<file path="src/rtl/encoder_scanner.sv">
// Multiplexed quadrature encoder scanner: walks the external mux across CHANNELS
// encoders, debounces each channel over two visits and emits one step per transition.
module encoder_scanner #(
  parameter int CHANNELS      = 8,
  parameter int SEL_WIDTH     = 3,
  parameter int SETTLE_CYCLES = 32,
  parameter int SYNC_STAGES   = 2
) (
  input  logic                 clk,
  input  logic                 rst,
  input  logic                 a,
  input  logic                 b,
  output logic [SEL_WIDTH-1:0] mux_sel,
  output logic                 step_valid,
  input  logic                 step_ready,
  output logic [SEL_WIDTH-1:0] step_ch,
  output logic                 step_dir,
  output logic                 err_stb,
  output logic [SEL_WIDTH-1:0] err_ch
);

  localparam int CNT_W = $clog2(SETTLE_CYCLES + 1);
  localparam logic [CNT_W-1:0]     LAST_CNT = CNT_W'(SETTLE_CYCLES - 1);
  localparam logic [SEL_WIDTH-1:0] LAST_CH  = SEL_WIDTH'(CHANNELS - 1);

  typedef enum logic [1:0] {SETTLE, SAMPLE, EMIT, ADVANCE} state_t;

  state_t               state, state_nx;
  logic [CNT_W-1:0]     cnt;
  logic [SYNC_STAGES-1:0] a_sync_p, b_sync_p;
  logic [1:0]           raw [CHANNELS];
  logic [1:0]           acc [CHANNELS];
  logic [CHANNELS-1:0]  init;

  logic [1:0] s, raw_cur, acc_cur;
  logic       accepted, moved, illegal, dir;

  // Clockwise sequence 00->01->11->10->00; anything else single-bit is CCW.
  function automatic logic cw_step(input logic [1:0] from, input logic [1:0] to);
    case ({from, to})
      4'b0001, 4'b0111, 4'b1110, 4'b1000: cw_step = 1'b1;
      default:                            cw_step = 1'b0;
    endcase
  endfunction

  // Stage: input synchronisers (no reset, pure data)
  always_ff @(posedge clk) begin
    a_sync_p <= {a_sync_p[SYNC_STAGES-2:0], a};
    b_sync_p <= {b_sync_p[SYNC_STAGES-2:0], b};
  end

  always_comb begin
    s        = {a_sync_p[SYNC_STAGES-1], b_sync_p[SYNC_STAGES-1]};
    raw_cur  = raw[mux_sel];
    acc_cur  = acc[mux_sel];
    accepted = (s == raw_cur);
    moved    = accepted && init[mux_sel] && (s != acc_cur);
    illegal  = (s == ~acc_cur);
    dir      = cw_step(acc_cur, s);
  end

  always_comb begin
    state_nx = state;
    case (state)
      SETTLE:  if (cnt == LAST_CNT) state_nx = SAMPLE;
      SAMPLE:  state_nx = (moved && !illegal) ? EMIT : ADVANCE;
      EMIT:    if (step_valid && step_ready) state_nx = ADVANCE;
      ADVANCE: state_nx = SETTLE;
      default: state_nx = SETTLE;
    endcase
  end

  // Stage: scan control and event registers
  always_ff @(posedge clk) begin
    if (rst) begin
      state      <= SETTLE;
      cnt        <= '0;
      mux_sel    <= '0;
      step_valid <= 1'b0;
      step_ch    <= '0;
      step_dir   <= 1'b0;
      err_stb    <= 1'b0;
      err_ch     <= '0;
      init       <= '0;
    end else begin
      state   <= state_nx;
      err_stb <= 1'b0;
      case (state)
        SETTLE: cnt <= cnt + 1'b1;
        SAMPLE: begin
          if (accepted) init[mux_sel] <= 1'b1;
          if (moved && !illegal) begin
            step_valid <= 1'b1;
            step_ch    <= mux_sel;
            step_dir   <= dir;
          end
          if (moved && illegal) begin
            err_stb <= 1'b1;
            err_ch  <= mux_sel;
          end
        end
        EMIT: if (step_valid && step_ready) step_valid <= 1'b0;
        ADVANCE: begin
          mux_sel <= (mux_sel == LAST_CH) ? '0 : mux_sel + 1'b1;
          cnt     <= '0;
        end
        default: ;
      endcase
    end
  end

  // Stage: per-channel sample history (data, not reset)
  always_ff @(posedge clk) begin
    if (state == SAMPLE) begin
      raw[mux_sel] <= s;
      if (accepted) acc[mux_sel] <= s;
    end
  end

endmodule

</file>
<file path="config.mk">
export PLATFORM = sky130hd
export DESIGN_NAME = encoder_scanner
export DESIGN_NICKNAME = d
export VERILOG_FILES = /design/src/rtl/encoder_scanner.sv
export SDC_FILE = /design/constraint.sdc
export NUM_CORES = 1
export LEC_CHECK = 0
export ABC_AREA = 0
export BUFFER_PORTS_ARGS = -buffer_cell sky130_fd_sc_hd__buf_4
export CORE_ASPECT_RATIO = 0.6
export CORE_UTILIZATION = 40
export DETAILED_ROUTE_END_ITERATION = 16
export PLACE_DENSITY = 0.66
export RECOVER_POWER = 50
export REMOVE_ABC_BUFFERS = 1
export SLEW_MARGIN = 20
export SYNTH_ARGS = -nofsm -noshare
export SYNTH_HDL_FRONTEND = slang
export SYNTH_SLANG_ARGS = --single-unit
</file>
<file path="constraint.sdc">
create_clock -name clk -period 5.3 [get_ports clk]
set_clock_uncertainty 0.15 [all_clocks]
set_input_delay 0.795 -clock clk [delete_from_list [all_inputs] [get_ports clk]]
set_output_delay 0.795 -clock clk [all_outputs]
set_load 0.02 [all_outputs]
</file>
# [Word-level counts from Yosys, hierarchy flattened]
# Memory sizes are Yosys's and may differ from the RTL's. A register that Yosys moved wholly into a read port is not among the register bits.
# Index checks and enable logic that the tools add are counted.
# Widths: inputs -> output; s select.
[word_totals] input_bits=5 mem_count=2 mem_bits_rw=32 wordCells=76 reg_bits=32 output_inout_bits=12
[memory_table] name="acc" depth=8 width=2 read_ports=1 rd_clocked_by_memory_dff=1 write_ports=1 line="32" source="logic [1:0] acc [CHANNELS];"
[memory_table] name="raw" depth=8 width=2 read_ports=1 rd_clocked_by_memory_dff=1 write_ports=1 line="31" source="logic [1:0] raw [CHANNELS];"
[classes] add_sub_neg=2 muxes=24 reduce_logical=17 n_eq_ne=15 n_lt_le_gt_ge=2 bitwise=3
[ops] op="$mux 3" count=5
[ops] op="$mux 1" count=12
[ops] op="$pmux 6 s2" count=1
[ops] op="$eq 4x4->1 const B" count=2
[ops] op="$or 8x8->8" count=1
[ops] op="$pmux 2 s4" count=1
[ops] op="$reduce_and 2->1" count=4
[ops] op="$add 6x1->6 const B" count=1
[ops] op="$eq 6x5->1 const B" count=1
[ops] op="$logic_and 1x1->1" count=6
[ops] op="$ne 2x2->1 const B" count=3
[ops] op="$eq 2x2->1" count=2
[ops] op="$eq 2x2->1 const B" count=2
[ops] op="$eq 4x1->1 const B" count=1
[ops] op="$eq 4x3->1 const B" count=1
[ops] op="$lt 3x4->1 const B" count=1
[ops] op="$mux 2" count=2
[ops] op="$reduce_bool 2->1" count=2
[ops] op="$reduce_or 4->1" count=1
[ops] op="$add 3x1->3 const B" count=1
[ops] op="$bmux 1 s3" count=1
[ops] op="$demux 1 s3" count=1
[ops] op="$eq 3x3->1 const B" count=1
[ops] op="$ge 3x1->1 const B" count=1
[ops] op="other kinds (9)" count=9

# [Longest topological paths before layout]
# Gate-level depths: netlist (run 1).
[logic_depth] depth_word=7 depth_mapped=8 mapped_depth_nobuf=7

# [Least setup slack after synthesis (run 1)]
# Ideal clock, no wire load.
[synth_path] path_kind="register to register" startpoint="reg (tool-made name)" endpoint="mem acc[0][0], enable pin" setup_ns=0.329 period_less_slack_ns=2.584 setup_slack_ns=2.716 required_time_ns=4.821 t_arrival_ns=2.105 path_stages_with_launch=7 n_path_buf=2 path_cell_list="dfxtp_1 buf_6 buf_12 mux4_1 xnor2_1 or4_1 nor3_1"
[synth_lines] element="end, declared" line="32"

==> results of run 1 <==
-- synthesized netlist by cell type --
| cell | count | area share, % |
|---|---|---|
| nand4_1 | 1 | 0.22 |
| a31oi_1 | 4 | 0.87 |
| nor2_1 | 30 | 3.9 |
| xnor2_1 | 4 | 1.2 |
| a311oi_1 | 1 | 0.31 |
| or3_1 | 1 | 0.22 |
| dfxtp_1 | 35 | 24 |
| buf_4 | 1 | 0.26 |
| or4_1 | 1 | 0.26 |
| o21ai_0 | 8 | 1.4 |
| o41ai_2 | 1 | 0.57 |
| mux4_1 | 1 | 0.92 |
| mux4_2 | 4 | 3.1 |
| nand3_1 | 10 | 1.7 |
| nand4b_1 | 1 | 0.31 |
| inv_1 | 8 | 1.0 |
| a21oi_1 | 10 | 1.7 |
| a311o_1 | 1 | 0.35 |
| a21o_1 | 2 | 0.52 |
| nor2b_1 | 4 | 0.87 |
| o31a_1 | 1 | 0.31 |
| a211oi_1 | 2 | 0.52 |
| xnor2_2 | 1 | 0.57 |
| nor3_1 | 5 | 0.87 |
| xor2_1 | 5 | 1.5 |
| ha_1 | 7 | 3.1 |
| nand2_1 | 13 | 1.7 |
| a211oi_2 | 1 | 0.44 |
| buf_1 | 1 | 0.13 |
| xor2_2 | 2 | 1.1 |
| or2_2 | 1 | 0.22 |
| a22oi_1 | 1 | 0.26 |
| clkbuf_1 | 5 | 0.65 |
| buf_12 | 1 | 0.70 |
| o21ba_2 | 4 | 1.4 |
| a211o_2 | 2 | 0.70 |
| buf_6 | 1 | 0.39 |
| edfxtp_1 | 32 | 33 |
| mux2i_1 | 22 | 7.7 |
-- final timing paths --
kind,startpoint,cells after the start,to
hold / removal,a_sync_p[0],0,a_sync_p[1]
setup / recovery,flip-flop,4,acc[0][1]
hold reg to reg,a_sync_p[0],0,a_sync_p[1]
setup reg to reg,flip-flop,4,acc[0][1]
-- per-stage QoR --
step / worst slack [ps] / utilization, % / power [mW]
2_1_floorplan: 2510 / - / 0.688
3_3_place_gp: 2320 / 44.8 / 0.718
3_5_place_dp: 2270 / 44.8 / 0.719
4_1_cts: 2260 / 49.5 / 1.35
5_1_grt: 2030 / 49.3 / 1.39
6_report: 2210 / 49.3 / 1.34
-- routing by layer --
metal | part of all wire, % | routed length [um] | track usage, % | vias to the layer above
li1 | - | - | - | 886
met1 | 53 | 2940 | 23.2 | 859
met2 | 39 | 2170 | 22.3 | 44
met3 | 6.7 | 372 | 7.99 | 7
met4 | 1.3 | 74 | 7.09 | 0
met5 | 0 | 0 | 0 | -
-- registers in the layout, summed over array words and instances (netlist names), named ones only --
name,count
acc,16
step_valid,1
step_ch,3
a_sync_p,2
cnt,6
mux_sel,3
b_sync_p,2
err_stb,1
err_ch,3
state,2
step_dir,1
raw,16
init,8
-- final cells by class --
class,instances,area [sq um],area share (%)
clock buffers,10,229,6.84
clock inverters,6,90.1,2.69
inverters,8,30.0,0.898
multi-input cells,151,1120,33.4
flip-flops and latches,67,1660,49.7
well taps,87,109,3.25
repair buffers,17,109,3.25
-- logic make-up after synthesis --
family          share of synthesized area [%]
mux                                      11.7
buf+inv                                  3.18
flops                                    57.9
simple gates                             10.3
compound gates                           9.37
xor+xnor                                 4.45
fa+ha+maj                                3.05
-- worst register-to-register path: cells and delay by family, from the launching register on --
kind / cells / cell delay [ps]
DFF: 1 / 790
muxes: 1 / 660
and+or+nand+nor: 2 / 940
xor gates and xnor gates: 1 / 230
-- power groups by stage --
| stage | registers, mW | clock network [mW] | logic [mW] |
|---|---|---|---|
| floorplan | 0.587 | 0 | 0.101 |
| global placement | 0.589 | 0 | 0.129 |
| detailed placement | 0.590 | 0 | 0.130 |
| CTS | 0.579 | 0.645 | 0.130 |
| global route | 0.581 | 0.664 | 0.146 |
| finish | 0.579 | 0.629 | 0.130 |
==> out/metrics.yaml, run 1 <==
status: "finished with violations"
violations: "design-rule violations"
clk_path_buf_depth: 2
rrSetupSlack_ps: 2210
clk_latency_ps: 340
cp_top_family: "simple AND/OR/NAND/NOR gates"
p_comb_share_pct: 9.7
grt_overflow_total: 0
ys_seq_area_share_pct: 57.9
ir_drop_v: 0.000232
path_cells: "mux4_1, xnor2_1, or4_1, nor3_1"
crit_slowest_cell: "dfxtp_1"
drc: 4
netlist_area_sq_um: 2870
hold_path.class: "reg2reg"
dr.pass1.iters: 10
post_cts_resized: 0
via_count: 1796
setup_tns_ps: 0
grt_max_degree: 24
dpl.cell_count: 330
setup_viol: 0
cp_num_buf_inv: 0
path_class: "reg2reg"
timing.fmax_mhz: 323
powerDensity_nw_per_um2: 400
dp_hpwl_um: 3890
synthCells: 235
die_h_um: 67.6
cts-hold-fix-buffers: 0
clkSinkCount: 67
final_cell_mix: "dfxtp_1, edfxtp_1, nor2_1"
switchingPower_uw: 310
start_util_pct: 42.3
die_w_um: 111
cts_tree: "yes"
numCtsBuffers: 9
clkPwrFrac_pct: 47.0
hold_viol_final: 0
hold_ws_ps: 175
grt_pass1_vias: 1742
num-nets-final: 266
avgSynthCellArea_sq_um: 12.2
finalWirelength_um: 5560
p_int_mw: 1.03
cts_setup_buffers: 0
io_pins: 17
grt_usage_pct: 16.8
cp_slowest_stage_delay_ps: 790
core-area_sq_um: 6790
cp.arrival_ps: 2950
drive_above_1_share_pct: 16.6
ys_ff_latch: 67
worstMarginPinSlew_ps: 990
drv_cap: 0
switching_share_pct: 23.2
antenna_found_initial: 0
period_needed_ps: 3090
path_max_fanout: 13
io_buffers: 16
final_area_sq_um: 3350
path_clk_slew_ps: 50
diodes: 0
htreeDepth: 3
route.antenna.remaining_nets: 0
grt_pass1_wl_um: 9010
area_growth_pct: 16.6
final_common_cell: "dfxtp_1"
fillerInstances: 595
root_buffer: "clkbuf_16"
synth_cell_types: 39
post_drt_wl_per_cell_um: 16.1
start_kind: "flip-flop"
period_share_pct: 58.4
fin_cells: 346
die-area_sq_um: 7530
slew_violations: 0
via_per_inst: 5.19
critPathRequiredTime_ps: 5160
seqPwrFrac_pct: 43.3
relSlewSlack_pct: 34.0
crit_path_end_kind: "flip-flop"
yosysWarnings: 0
drt_iter0_markers: 150
place_congestion: 0.747
p_leak_nw: 1.10
rows: 23
rsz0062_at_grt: "no"
place_area_sq_um: 3050
Power figures use the tool's default switching activity.
==> run 2: changes to the inputs <==
Clock period 5.3 ns to 2.9 ns, I/O delays scaled along.
==> run 2 against run 1 <==
Against the previous run:
- the run still ends with design-rule violations left
- via count rose by 3.3%
- hold slack worse by 110 ps
- sequential power is 83% higher
- first-iteration DRC count fell by 45%
- sequential share of layout area down 0.50 points
- maximum frequency grew 11%
- clock power rose by 84%
- non-clock buffer count rose by 7
- die area did not move
==> out/metrics.yaml, run 2 (same netlist as run 1, synthesis figures left out) <==
drive_above_1_share_pct: 16.5  # -0.061 points
dp_hpwl_um: 4340  # +12%
core-area_sq_um: 6790  # unchanged
clk_path_buf_depth: 2  # unchanged
io_pins: 17  # unchanged
die-area_sq_um: 7530  # unchanged
path_class: "reg2reg"
clk_latency_ps: 340  # about the same
rsz0062_at_grt: "no"
post_drt_wl_per_cell_um: 16.5  # +2.4%
area_growth_pct: 17.7
antenna_found_initial: 0  # unchanged
place_area_sq_um: 3100  # +1.7%
rrSetupSlack_ps: 110  # -2090 ps
die_h_um: 67.6  # unchanged
grt_overflow_total: 0  # unchanged
ir_drop_v: 0.000498  # +110%
start_util_pct: 42.3  # unchanged
min_from: "b"
post_cts_resized: 0  # unchanged
multi_input_area_sq_um: 1120  # unchanged
start_kind: "flip-flop"
grt_max_degree: 24  # unchanged
fillerInstances: 614  # +3.2%
place_congestion: 0.806  # +7.9%
grt_usage_pct: 17.6  # +0.73 points
path_max_fanout: 7  # -6
hold_viol_final: 0  # unchanged
grt_pass1_wl_um: 9260  # +2.8%
final_area_sq_um: 3380  # +1.0%
largestRegisters: "acc: 16 flops, raw: 16 flops, init: 8 flops"
dr.pass1.iters: 10  # unchanged
die_w_um: 111  # unchanged
numCtsBuffers: 9  # unchanged
powerDensity_nw_per_um2: 729  # +82%
period_needed_ps: 2790  # -305 ps
finalWirelength_um: 5810  # +4.5%
final_cell_mix: "dfxtp_1, edfxtp_1, nor2_1"
status: "finished with violations"
htreeDepth: 3  # unchanged
root_buffer: "clkbuf_16"
clkSinkCount: 67  # unchanged
violations: "design-rule violations"
period_share_pct: 96.2  # +38 points
final_common_cell: "dfxtp_1"
slew_violations: 0  # unchanged
rows: 23  # unchanged
io_buffers: 16  # unchanged
p_leak_nw: 1.12  # +1.8%
cts_setup_buffers: 0  # unchanged
via_count: 1856  # +3.3%
route.antenna.remaining_nets: 0  # unchanged
hold_ws_ps: 69.6  # -106 ps
setup_tns_ps: 0  # unchanged
final-seq-area_sq_um: 1660  # unchanged
fin_cells: 353  # +2.0%
drc: 4  # unchanged
worstMarginPinSlew_ps: 729  # -261 ps
path_clk_slew_ps: 60  # about the same
cp.arrival_ps: 2650  # -300 ps
cts_tree: "yes"
crit_path_end_kind: "flip-flop"
place_ws_ps: 113  # -2160 ps
dpl.cell_count: 337  # +2.1%
via_per_inst: 5.26  # +1.3%
setup_viol: 0  # unchanged
drt_iter0_markers: 83  # -45%
diodes: 0  # unchanged
cts-hold-fix-buffers: 0  # unchanged
drv_cap: 0  # unchanged
hold_path.class: "in2reg"
p_total_mw: 2.46  # +84%
critPathRequiredTime_ps: 2760  # -2400 ps
worst_slack_ps: 111  # -2090 ps
fin_util_pct: 49.8  # +0.50 points
timing.fmax_mhz: 359  # +11%
relSlewSlack_pct: 51.4  # +17 points
num-nets-final: 273  # +2.6%
grt_pass1_vias: 1755  # +0.75%
==> run 2: critical path, cell delays in order (launching register included) <==
cell and delay, ps:
dfxtp_1 490, mux2i_1 150, mux4_1 530, xnor2_1 250, or4_1 600, nor3_1 280
==> run 2: cell type report <==
| type | count | share of cell area, % |
|---|---|---|
| Clock buffer | 9 | 6.66 |
| Clock inverter | 7 | 3.00 |
| Inverter | 8 | 0.889 |
| Multi-Input combinational cell | 151 | 33.1 |
| Sequential cell | 67 | 49.2 |
| Tap cell | 87 | 3.22 |
| Timing Repair Buffer | 24 | 4.00 |
==> run 2: worst paths after layout <==
path                                     to  depth (start not counted)
worst min register to register  b_sync_p[1]                          0
worst max-delay path              acc[0][1]                          5
worst max register to register    acc[0][1]                          5
worst min-delay path            b_sync_p[0]                          1
==> run 2: where the power goes <==
group	leakage, nW	total, mW	switching, mW	internal, mW
sequential	0.572	1.06	0.0302	1.03
combinational	0.397	0.240	0.142	0.0982
clock	0.152	1.16	0.407	0.757
==> run 2: metal layers <==
metal  part of all wire (%)  GRT usage, %  up-vias  routed length (um)
li1                       -             -      902                   -
met1                     54          24.8      894                3130
met2                     36          22.8       52                2120
met3                    8.1          7.90        8                 470
met4                    1.4          7.09        0                  83
met5                      0             0        -                   0
